==> src/rtl/field_seq_pkg.sv <==
`default_nettype none
// ============================================================================
//  Module   : field_seq_pkg
//  Purpose  : Shared types and constants for the field extract sequencer.
//             state_e : sequencer FSM states
//             dir_e   : field walk direction (ascending / descending)
//  Revision : 1.0 - initial release
// ============================================================================
package field_seq_pkg;

    localparam int DATA_W_DEFAULT = 32;
    localparam int IDX_W          = $clog2(DATA_W_DEFAULT);

    typedef enum logic [1:0] {
        IDLE  = 2'd0,
        RUN   = 2'd1,
        DRAIN = 2'd2
    } state_e;

    typedef enum logic {
        DIR_UP   = 1'b0,
        DIR_DOWN = 1'b1
    } dir_e;

endpackage
`default_nettype wire

==> src/rtl/field_extract_sequencer_rot.sv <==
`default_nettype none
// ============================================================================
//  Module   : rot_field_extract
//  Purpose  : Combinational rotate-and-select of one FIELD_W-bit field from a
//             DATA_W-bit word, with indices taken modulo DATA_W.
//  Ports    : i_word  - source word
//             i_idx   - anchor bit index
//             i_dir   - DIR_UP: [idx +: FIELD_W], DIR_DOWN: [idx -: FIELD_W]
//             o_field - selected field (MSB = highest-numbered source bit)
//             o_wrap  - field crosses the bit DATA_W-1 / bit 0 boundary
//  Revision : 1.0 - initial release
// ============================================================================
module rot_field_extract
    import field_seq_pkg::*;
#(
    parameter int DATA_W  = 32,
    parameter int FIELD_W = 8
) (
    input  logic [DATA_W-1:0]         i_word,
    input  logic [$clog2(DATA_W)-1:0] i_idx,
    input  dir_e                      i_dir,
    output logic [FIELD_W-1:0]        o_field,
    output logic                      o_wrap
);

    localparam int                 c_IDX_W = $clog2(DATA_W);
    localparam logic [c_IDX_W-1:0] c_BACK  = c_IDX_W'(FIELD_W - 1);

    logic [c_IDX_W-1:0] w_base;

    always_comb begin
        // Lowest source bit of the field; a descending field ends at idx.
        w_base  = (i_dir == DIR_DOWN) ? (i_idx - c_BACK) : i_idx;
        o_field = '0;
        // Index sum is IDX_W bits wide, so it wraps modulo DATA_W for free.
        for (int i = 0; i < FIELD_W; i++) begin
            o_field[i] = i_word[w_base + c_IDX_W'(i)];
        end
        if (i_dir == DIR_DOWN) begin
            o_wrap = (int'(i_idx) < FIELD_W - 1);
        end else begin
            o_wrap = (int'(i_idx) + FIELD_W > DATA_W);
        end
    end

endmodule
`default_nettype wire

==> src/rtl/field_extract_sequencer.sv <==
`default_nettype none
// ============================================================================
//  Module   : field_extract_sequencer
//  Purpose  : Captures one command word and emits i_cmd_count fields from it,
//             one per output handshake, walking up or down from i_cmd_start.
//  Ports    : clk, rst (sync, active high)
//             i_cmd_valid/o_cmd_ready, i_cmd_data, i_cmd_start, i_cmd_dir,
//             i_cmd_count      - command channel
//             i_flush          - abort current command
//             o_out_valid/i_out_ready, o_out_field, o_out_last, o_out_wrap
//                              - field stream
//             o_done           - one-cycle pulse at command completion
//  Revision : 1.0 - initial release
// ============================================================================
module field_extract_sequencer
    import field_seq_pkg::*;
#(
    parameter int DATA_W  = 32,
    parameter int FIELD_W = 8,
    parameter int CNT_W   = 4
) (
    input  logic                      clk,
    input  logic                      rst,
    input  logic                      i_cmd_valid,
    output logic                      o_cmd_ready,
    input  logic [DATA_W-1:0]         i_cmd_data,
    input  logic [$clog2(DATA_W)-1:0] i_cmd_start,
    input  logic                      i_cmd_dir,
    input  logic [CNT_W-1:0]          i_cmd_count,
    input  logic                      i_flush,
    output logic                      o_out_valid,
    input  logic                      i_out_ready,
    output logic [FIELD_W-1:0]        o_out_field,
    output logic                      o_out_last,
    output logic                      o_out_wrap,
    output logic                      o_done
);

    localparam int                 c_IDX_W = $clog2(DATA_W);
    localparam logic [c_IDX_W-1:0] c_STEP  = c_IDX_W'(FIELD_W % DATA_W);

    state_e              r_state;
    logic [DATA_W-1:0]   r_word;
    logic [c_IDX_W-1:0]  r_idx;
    dir_e                r_dir;
    logic [CNT_W-1:0]    r_cnt;
    logic                r_valid;
    logic [FIELD_W-1:0]  r_field;
    logic                r_last;
    logic                r_wrap;
    logic                r_done;

    logic [c_IDX_W-1:0]  w_idx_next;
    logic [DATA_W-1:0]   w_ext_word;
    logic [c_IDX_W-1:0]  w_ext_idx;
    dir_e                w_ext_dir;
    logic [FIELD_W-1:0]  w_field;
    logic                w_wrap;

    // The single extractor looks at the incoming command while idle (first
    // field) and at the captured word with the next index while running.
    always_comb begin
        w_idx_next = (r_dir == DIR_DOWN) ? (r_idx - c_STEP) : (r_idx + c_STEP);
        if (r_state == IDLE) begin
            w_ext_word = i_cmd_data;
            w_ext_idx  = i_cmd_start;
            w_ext_dir  = dir_e'(i_cmd_dir);
        end else begin
            w_ext_word = r_word;
            w_ext_idx  = w_idx_next;
            w_ext_dir  = r_dir;
        end
    end

    rot_field_extract #(
        .DATA_W  (DATA_W),
        .FIELD_W (FIELD_W)
    ) u_extract (
        .i_word  (w_ext_word),
        .i_idx   (w_ext_idx),
        .i_dir   (w_ext_dir),
        .o_field (w_field),
        .o_wrap  (w_wrap)
    );

    always_ff @(posedge clk) begin
        if (rst) begin
            r_state <= IDLE;
            r_word  <= '0;
            r_idx   <= '0;
            r_dir   <= DIR_UP;
            r_cnt   <= '0;
            r_valid <= 1'b0;
            r_field <= '0;
            r_last  <= 1'b0;
            r_wrap  <= 1'b0;
            r_done  <= 1'b0;
        end else begin
            r_done <= 1'b0;
            if (i_flush) begin
                // Abort wins over any same-cycle handshake or accept.
                r_state <= IDLE;
                r_valid <= 1'b0;
            end else begin
                case (r_state)
                    IDLE: begin
                        if (i_cmd_valid) begin
                            r_word <= i_cmd_data;
                            r_idx  <= i_cmd_start;
                            r_dir  <= dir_e'(i_cmd_dir);
                            r_cnt  <= i_cmd_count;
                            if (i_cmd_count != '0) begin
                                r_state <= RUN;
                                r_valid <= 1'b1;
                                r_field <= w_field;
                                r_wrap  <= w_wrap;
                                r_last  <= (i_cmd_count == CNT_W'(1));
                            end else begin
                                r_state <= DRAIN;
                                r_done  <= 1'b1;
                            end
                        end
                    end
                    RUN: begin
                        if (i_out_ready) begin
                            if (r_last) begin
                                r_state <= DRAIN;
                                r_valid <= 1'b0;
                                r_last  <= 1'b0;
                                r_done  <= 1'b1;
                            end else begin
                                r_idx   <= w_idx_next;
                                r_cnt   <= r_cnt - CNT_W'(1);
                                r_field <= w_field;
                                r_wrap  <= w_wrap;
                                r_last  <= (r_cnt == CNT_W'(2));
                            end
                        end
                    end
                    DRAIN: begin
                        r_state <= IDLE;
                    end
                    default: begin
                        r_state <= IDLE;
                        r_valid <= 1'b0;
                    end
                endcase
            end
        end
    end

    assign o_cmd_ready = (r_state == IDLE) && !rst;
    assign o_out_valid = r_valid;
    assign o_out_field = r_field;
    assign o_out_last  = r_last;
    assign o_out_wrap  = r_wrap;
    assign o_done      = r_done;

endmodule
`default_nettype wire
==> config.mk <==
export PLATFORM = sky130hd
export DESIGN_NAME = field_extract_sequencer
export DESIGN_NICKNAME = d
export VERILOG_FILES = /design/src/rtl/field_seq_pkg.sv /design/src/rtl/field_extract_sequencer_rot.sv /design/src/rtl/field_extract_sequencer.sv
export SDC_FILE = /design/constraint.sdc
export NUM_CORES = 1
export LEC_CHECK = 0
export CORE_MARGIN = 4
export CORE_UTILIZATION = 45
export DETAILED_ROUTE_END_ITERATION = 16
export GPL_TIMING_DRIVEN = 0
export PLACE_DENSITY = 0.65
export SLEW_MARGIN = 0
export SYNTH_ARGS = -nofsm -noshare
export SYNTH_HDL_FRONTEND = slang
export SYNTH_SLANG_ARGS = --single-unit
==> constraint.sdc <==
create_clock -name clk -period 8.2 [get_ports clk]
set_input_delay 1.64 -clock clk [delete_from_list [all_inputs] [get_ports clk]]
set_output_delay 1.64 -clock clk [all_outputs]
set_load 0.05 [all_outputs]
### After elaboration in Yosys (flattened, before gate mapping)

Index checks and enable logic that the tools add are counted.

| word-level totals | value |
|---|---|
| bits in registers | 56 |
| latch bits | 0 |
| memory bits (writable) | 0 |
| ROM bits | 0 |
| logic and storage cells | 115 |
| memories kept | 0 |

| operators by class | value |
|---|---|
| $add $sub $neg | 12 |
| multiply operators | 0 |
| div/mod/pow operators | 0 |
| order comparisons | 10 |
| eq/ne operators | 9 |
| shift operators | 0 |
| multiplexer cells | 60 |
| bitwise logic cells | 2 |
| reduce and logical (&&, ||, !) cells | 12 |

Operators with widths:

| kind | number |
|---|---|
| 5-bit by 6-bit less-than comparator with 1-bit output (second input constant) | 8 |
| 1-bit binary-select mux with 5-bit select | 8 |
| 32-bit 2-to-1 mux | 1 |
| 8-bit 2-to-1 mux | 4 |
| 5-bit 2-to-1 mux | 6 |
| 1-bit 2-to-1 mux | 26 |
| 5-bit by 3-bit adder with 5-bit output (second input constant) | 4 |
| 8-bit one-hot mux with 2 select lines | 1 |
| 5-bit AND reduction | 3 |
| 4-bit 2-to-1 mux | 3 |
| 5-bit by 2-bit adder with 5-bit output (second input constant) | 2 |
| 5-bit one-hot mux with 2 select lines | 1 |
| 2-bit 2-to-1 mux | 4 |
| 2-bit inequality test (second input constant) | 4 |
| 4-bit one-hot mux with 2 select lines | 1 |
| 5-bit by 4-bit adder with 6-bit output (second input constant) | 1 |
| 6-bit greater-than comparator (second input constant) | 1 |
| 1-bit one-hot mux with 2 select lines | 3 |
| 3-bit AND reduction | 2 |
| 6-bit AND reduction | 1 |
| 5-bit by 1-bit adder with 5-bit output (second input constant) | 1 |
| 5-bit by 4-bit adder with 5-bit output (second input constant) | 1 |
| 5-bit by 3-bit less-than comparator with 1-bit output (second input constant) | 1 |
| 5-bit by 3-bit subtractor with 5-bit output (second input constant) | 1 |
| 16 further kinds | 17 |

### Logic depth before layout (Yosys ltp)

| logic depth | value |
|---|---|
| depth in word-level cells | 11 |
| depth in mapped cells | 17 |
| gate-level depth less buffers | 14 |

### By module

Synthesis repeated with hierarchy kept, for this count alone.

| unflattened totals | value |
|---|---|
| cells, all modules | 524 |
| area, all modules | 4533.1 um2 |

Modules (own cells, without submodules):

| module | times used | cells an instance | area each (um2) |
|---|---|---|---|
| field_extract_sequencer | 1 | 318 | 2788.9 |
| rot_field_extract | 1 | 206 | 1744.2 |

### Worst setup path before layout

No wires, ideal clock.

| timing path | value |
|---|---|
| path type | input to register |
| start point | in i_cmd_start[0] |
| end point | reg r_field[1], in the netlist o_out_field[1] |
| setup time | 79 ps |
| arrival time | 4917 ps |
| slack | 3205 ps |
| cell stages on the path | 12 |
| path buffers | 1 |
| cells stage by stage | or3b_1 -> and2_1 -> ha_1 -> and3_1 -> nor3_2 -> inv_1 -> clkbuf_1 -> ha_1 -> xnor2_1 -> mux4_2 -> or3_1 -> o211ai_1 |

| between the ends | value |
|---|---|
| longest elaborated chain between the ends | 9 |

Ends and longest elaborated chain:

| item | RTL line | RTL |
|---|---|---|
| from (decl) | field_extract_sequencer.sv:27 | `input logic [$clog2(DATA_W)-1:0] i_cmd_start,` |
| 5-bit 2-to-1 mux * | field_extract_sequencer.sv:64 | `if (r_state == IDLE) begin` |
| 5-bit by 3-bit subtractor with 5-bit output | field_extract_sequencer_rot.sv:33 | `w_base = (i_dir == DIR_DOWN) ? (i_idx - c_BACK) : i_idx;` |
| 5-bit 2-to-1 mux * | field_extract_sequencer_rot.sv:33 |  |
| 5-bit by 1-bit adder with 5-bit output * | field_extract_sequencer_rot.sv:37 | `o_field[i] = i_word[w_base + c_IDX_W'(i)];` |
| 1-bit binary-select mux with 5-bit select * | field_extract_sequencer_rot.sv:37 |  |
| 1-bit 2-to-1 mux (not written as such) * | field_extract_sequencer_rot.sv:37 |  |
| 8-bit 2-to-1 mux, on equally long branches | field_extract_sequencer.sv:126, field_extract_sequencer.sv:112 |  |
| 8-bit 2-to-1 mux, on equally long branches | field_extract_sequencer.sv:125, field_extract_sequencer.sv:107 |  |
| 8-bit one-hot mux with 2 select lines * | field_extract_sequencer.sv:105 | `case (r_state)` |
| to (signal assigned) | field_extract_sequencer.sv:115 | `r_field <= w_field;` |
| to (signal assigned) | field_extract_sequencer.sv:134 | `r_field <= w_field;` |
| to (decl) | field_extract_sequencer.sv:48 | `logic [FIELD_W-1:0] r_field;` |

Mark *: on every way between the ends. The rest lies on a longest branch, timed or not. The select of a mux whose other input is x is not followed.
A chain may end at the register's enable or synchronous reset.

### Worst setup path after layout

| timing path | value |
|---|---|
| start point | in i_cmd_start[0] |
| end point | reg r_field[3], in the netlist o_out_field[3] |

| between the ends | value |
|---|---|
| longest elaborated chain between the ends | 9 |

Ends and longest elaborated chain:

| item | RTL line |
|---|---|
| 5-bit 2-to-1 mux * | field_extract_sequencer.sv:64 |
| 5-bit by 3-bit subtractor with 5-bit output | field_extract_sequencer_rot.sv:33 |
| 5-bit 2-to-1 mux * | field_extract_sequencer_rot.sv:33 |
| 5-bit by 2-bit adder with 5-bit output * | field_extract_sequencer_rot.sv:37 |
| 1-bit binary-select mux with 5-bit select * | field_extract_sequencer_rot.sv:37 |
| 1-bit 2-to-1 mux (not written as such) * | field_extract_sequencer_rot.sv:37 |
| 8-bit 2-to-1 mux, on equally long branches | field_extract_sequencer.sv:126, field_extract_sequencer.sv:112 |
| 8-bit 2-to-1 mux, on equally long branches | field_extract_sequencer.sv:125, field_extract_sequencer.sv:107 |
| 8-bit one-hot mux with 2 select lines * | field_extract_sequencer.sv:105 |

Marked as above.

==> flow_metrics.tcl <==
set metrics [dict create \
    status "finished, final reports clean" \
    worstPathArrival_ps 6350 \
    dp.cells 846 \
    avgSynthCellArea_um2 7.81 \
    grt_pass1_vias 5174 \
    crit_type "in -> reg" \
    synth.cell_area_um2 5060 \
    drtIter0Drc 503 \
    slew_viol_final 0 \
    antenna_cells 0 \
    grt_pass1_wl_um 26700 \
    fin_ws_ps 2100 \
    synth_seq_area_share_pct 22.1 \
    power_leakage_nw 2.31 \
    setup_tns_ps 0 \
    p_clk_share_pct 25.2 \
    rsz0062_at_grt "false" \
    via_per_inst 6.08 \
    die-area_um2 13000 \
    finalHoldViolCount 0 \
    p_per_area_nw_per_um2 187 \
    place_worst_setup_slack_ps 1920 \
    timing.fmax_mhz 164 \
    max_slew.worst_pin.slew_ps 1030 \
    ant_nets 0 \
    switching_share_pct 38.5 \
    synth_fp_nets 703 \
    dp_hpwl_um 12800 \
    wl_per_cell_um 19.7 \
    finalClockSkew_ps 6.90 \
    die_h_um 114 \
    synth.mux.area_fraction_pct 20.0 \
    min_from "o_out_field[0]" \
    post_cts_resized 0 \
    seqPwrFrac_pct 27.1 \
    fin_area_um2 6000 \
    cts_setup_buffers 0 \
    drive_gt1_share_pct 9.40 \
    required_ps 8450 \
    grt_usage_pct 26.0 \
    synthArstFlopShare_pct 0 \
    crit_start "i_cmd_start[0]" \
    synth-simple-area-share_pct 23.6 \
    netSwitchingPower_uw 433 \
    relSlewSlack_pct 31.0 \
    fin_crit_sh_pct 74.4 \
    area_growth_pct 18.6 \
    mostFrequentLayoutCell "nand2_1" \
    cp-end-kind "register" \
    finalPower_mw 1.12 \
    cap_violations 0 \
    antenna_found_initial 0 \
    synth_warnings 0 \
    rows 38 \
    drc 0 \
    synthAdderAreaFrac_pct 1.98 \
    gp_congestion 0.968 \
    hp-class "reg -> reg" \
    synth-edff-count 0 \
    clk_pin_slew_ps 80 \
    grt-ovfl-total 0 \
    p_int_uw 690 \
    cts_hold_buf 0 \
    synth-xor-area-share_pct 5.88 \
    clockRootBuffer "clkbuf_16" \
    cts-buffers-inserted 5 \
    clk_latency_ps 310 \
    grt_max_degree 17 \
    start_kind "input port" \
    core_area_um2 10900 \
    finalSetupViolCount 0 \
    synth_flop_cell "dfxtp_1" \
    vias 5183 \
    port_buffers 58 \
    ys_types 67 \
    pin_count 60 \
    final_cell_mix "119 x nand2_1, 72 x mux2i_1, 64 x a21oi_1, 58 x clkdlybuf4s50_1, 56 x dfxtp_1" \
    clkSinkCount 56 \
    reg2reg_from "r_state[0]" \
    dpl_cell_area_um2 5820 \
    ir_drop_mv 0.0976 \
    synth_top_family_by_area "simple AND/OR/NAND/NOR gates" \
    ys_ff_latch 56 \
    cts_buffer_depth 2 \
    fin_crit_ps 6100 \
    path_max_fanout 10 \
    synth-compound-area-share_pct 19.9 \
    tritoncts "done" \
    syn-instance-count 648 \
    finalNonFillerCells 853 \
    die_x_um 114 \
    start_util_pct 46.3 \
    fin_nets 768 \
    dr.pass1.iters 5 \
    drt-total-wl_um 16800 \
    combPwrFrac_pct 47.7 \
    h-tree-depth 2 \
]
## kinds of logic after synthesis
group / count (synthesis)
buffers and inverters: 62
XOR/XNOR: 25
multiplexers: 88
flip-flops: 56
adder cells (fa/ha/maj): 8
AND/OR/NAND/NOR: 258
AO/OA/AOI/OAI: 151
## synthesized netlist by cell type, types with 3 or more instances
| cell | count | area (um^2) |
|---|---|---|
| ha_1 | 8 | 100 |
| nand2b_1 | 5 | 31.3 |
| dfxtp_1 | 56 | 1120 |
| mux4_2 | 6 | 135 |
| a21oi_1 | 64 | 320 |
| clkbuf_1 | 25 | 93.8 |
| inv_1 | 9 | 33.8 |
| buf_6 | 8 | 90.1 |
| o211ai_1 | 8 | 60.1 |
| a22oi_1 | 7 | 52.6 |
| o21ai_4 | 3 | 48.8 |
| xor2_1 | 8 | 70.1 |
| buf_4 | 4 | 30.0 |
| a211oi_1 | 20 | 150 |
| mux2i_1 | 72 | 721 |
| xnor2_1 | 11 | 96.3 |
| buf_1 | 3 | 11.3 |
| buf_2 | 12 | 60.1 |
| o221ai_1 | 4 | 35.0 |
| a211o_1 | 7 | 61.3 |
| nor2_1 | 38 | 143 |
| a21boi_0 | 5 | 37.5 |
| a22o_1 | 4 | 35.0 |
| or3_1 | 5 | 31.3 |
| o21ai_0 | 9 | 45.0 |
| nand2_1 | 119 | 447 |
| mux2_2 | 6 | 67.6 |
| and3_1 | 10 | 62.6 |
| nand3b_1 | 7 | 52.6 |
| nor3_1 | 50 | 250 |
| nand3_1 | 6 | 30.0 |
## critical path: stages
cell             delay (ps)
clkdlybuf4s50_1         640
or3b_1                  400
and2_1                  170
inv_1                    60
ha_1                    180
nand2_1                  80
xor2_1                  150
mux2_2                  350
inv_1                   110
buf_2                   260
clkbuf_1                440
ha_1                    350
nand2_1                 110
xnor2_1                 370
mux4_1                  630
mux2_2                  320
o21ai_2                 110
## cell type report
cell class	instances	area, um^2
buffer	52	285
clock buffer	5	125
clock inverter	2	60.1
fill	1088	4930
inverter	10	40.0
multi-input combinational	530	3620
sequential	56	1120
tap	140	175
timing repair buffer	58	581
## registers in the layout (all words and copies together) (netlist names)
name	cells
r_state	2
o_out_valid	1
r_cnt	4
o_out_field	8
r_word	32
r_dir	1
o_out_last	1
o_done	1
o_out_wrap	1
r_idx	5
## metal layers
metal	vias up	GRT usage [%]	share of wire, %
met5	-	0	0
met4	0	10.3	3.1
met3	33	5.02	7.7
met2	215	42.5	46
met1	2471	33.8	43
li1	2464	-	-
## path summary, 6_finish.rpt
| check | slack [ps] | cells after the start | end |
|---|---|---|---|
| max reg2reg | 3540 | 17 | o_out_field[3] |
| min reg2reg | 460 | 2 | o_out_field[0] |
| max | 2100 | 17 | o_out_field[3] |
| min | 460 | 2 | o_out_field[0] |
## metrics by stage
stage	utilization, %	hold slack [ps]
2_1_floorplan	-	449
3_3_place_gp	53.2	450
3_5_place_dp	53.2	450
4_1_cts	54.9	461
5_1_grt	54.9	493
6_report	54.9	457
## power groups by stage
stage	Clock, mW	Combinational [mW]	Sequential [mW]
6_report	0.283	0.535	0.304
5_1_grt	0.296	0.573	0.306
4_1_cts	0.289	0.528	0.304
3_5_place_dp	0	0.525	0.310
3_3_place_gp	0	0.518	0.309
2_1_floorplan	0	0.353	0.333
No activity file was read; power rests on OpenSTA's default activity.
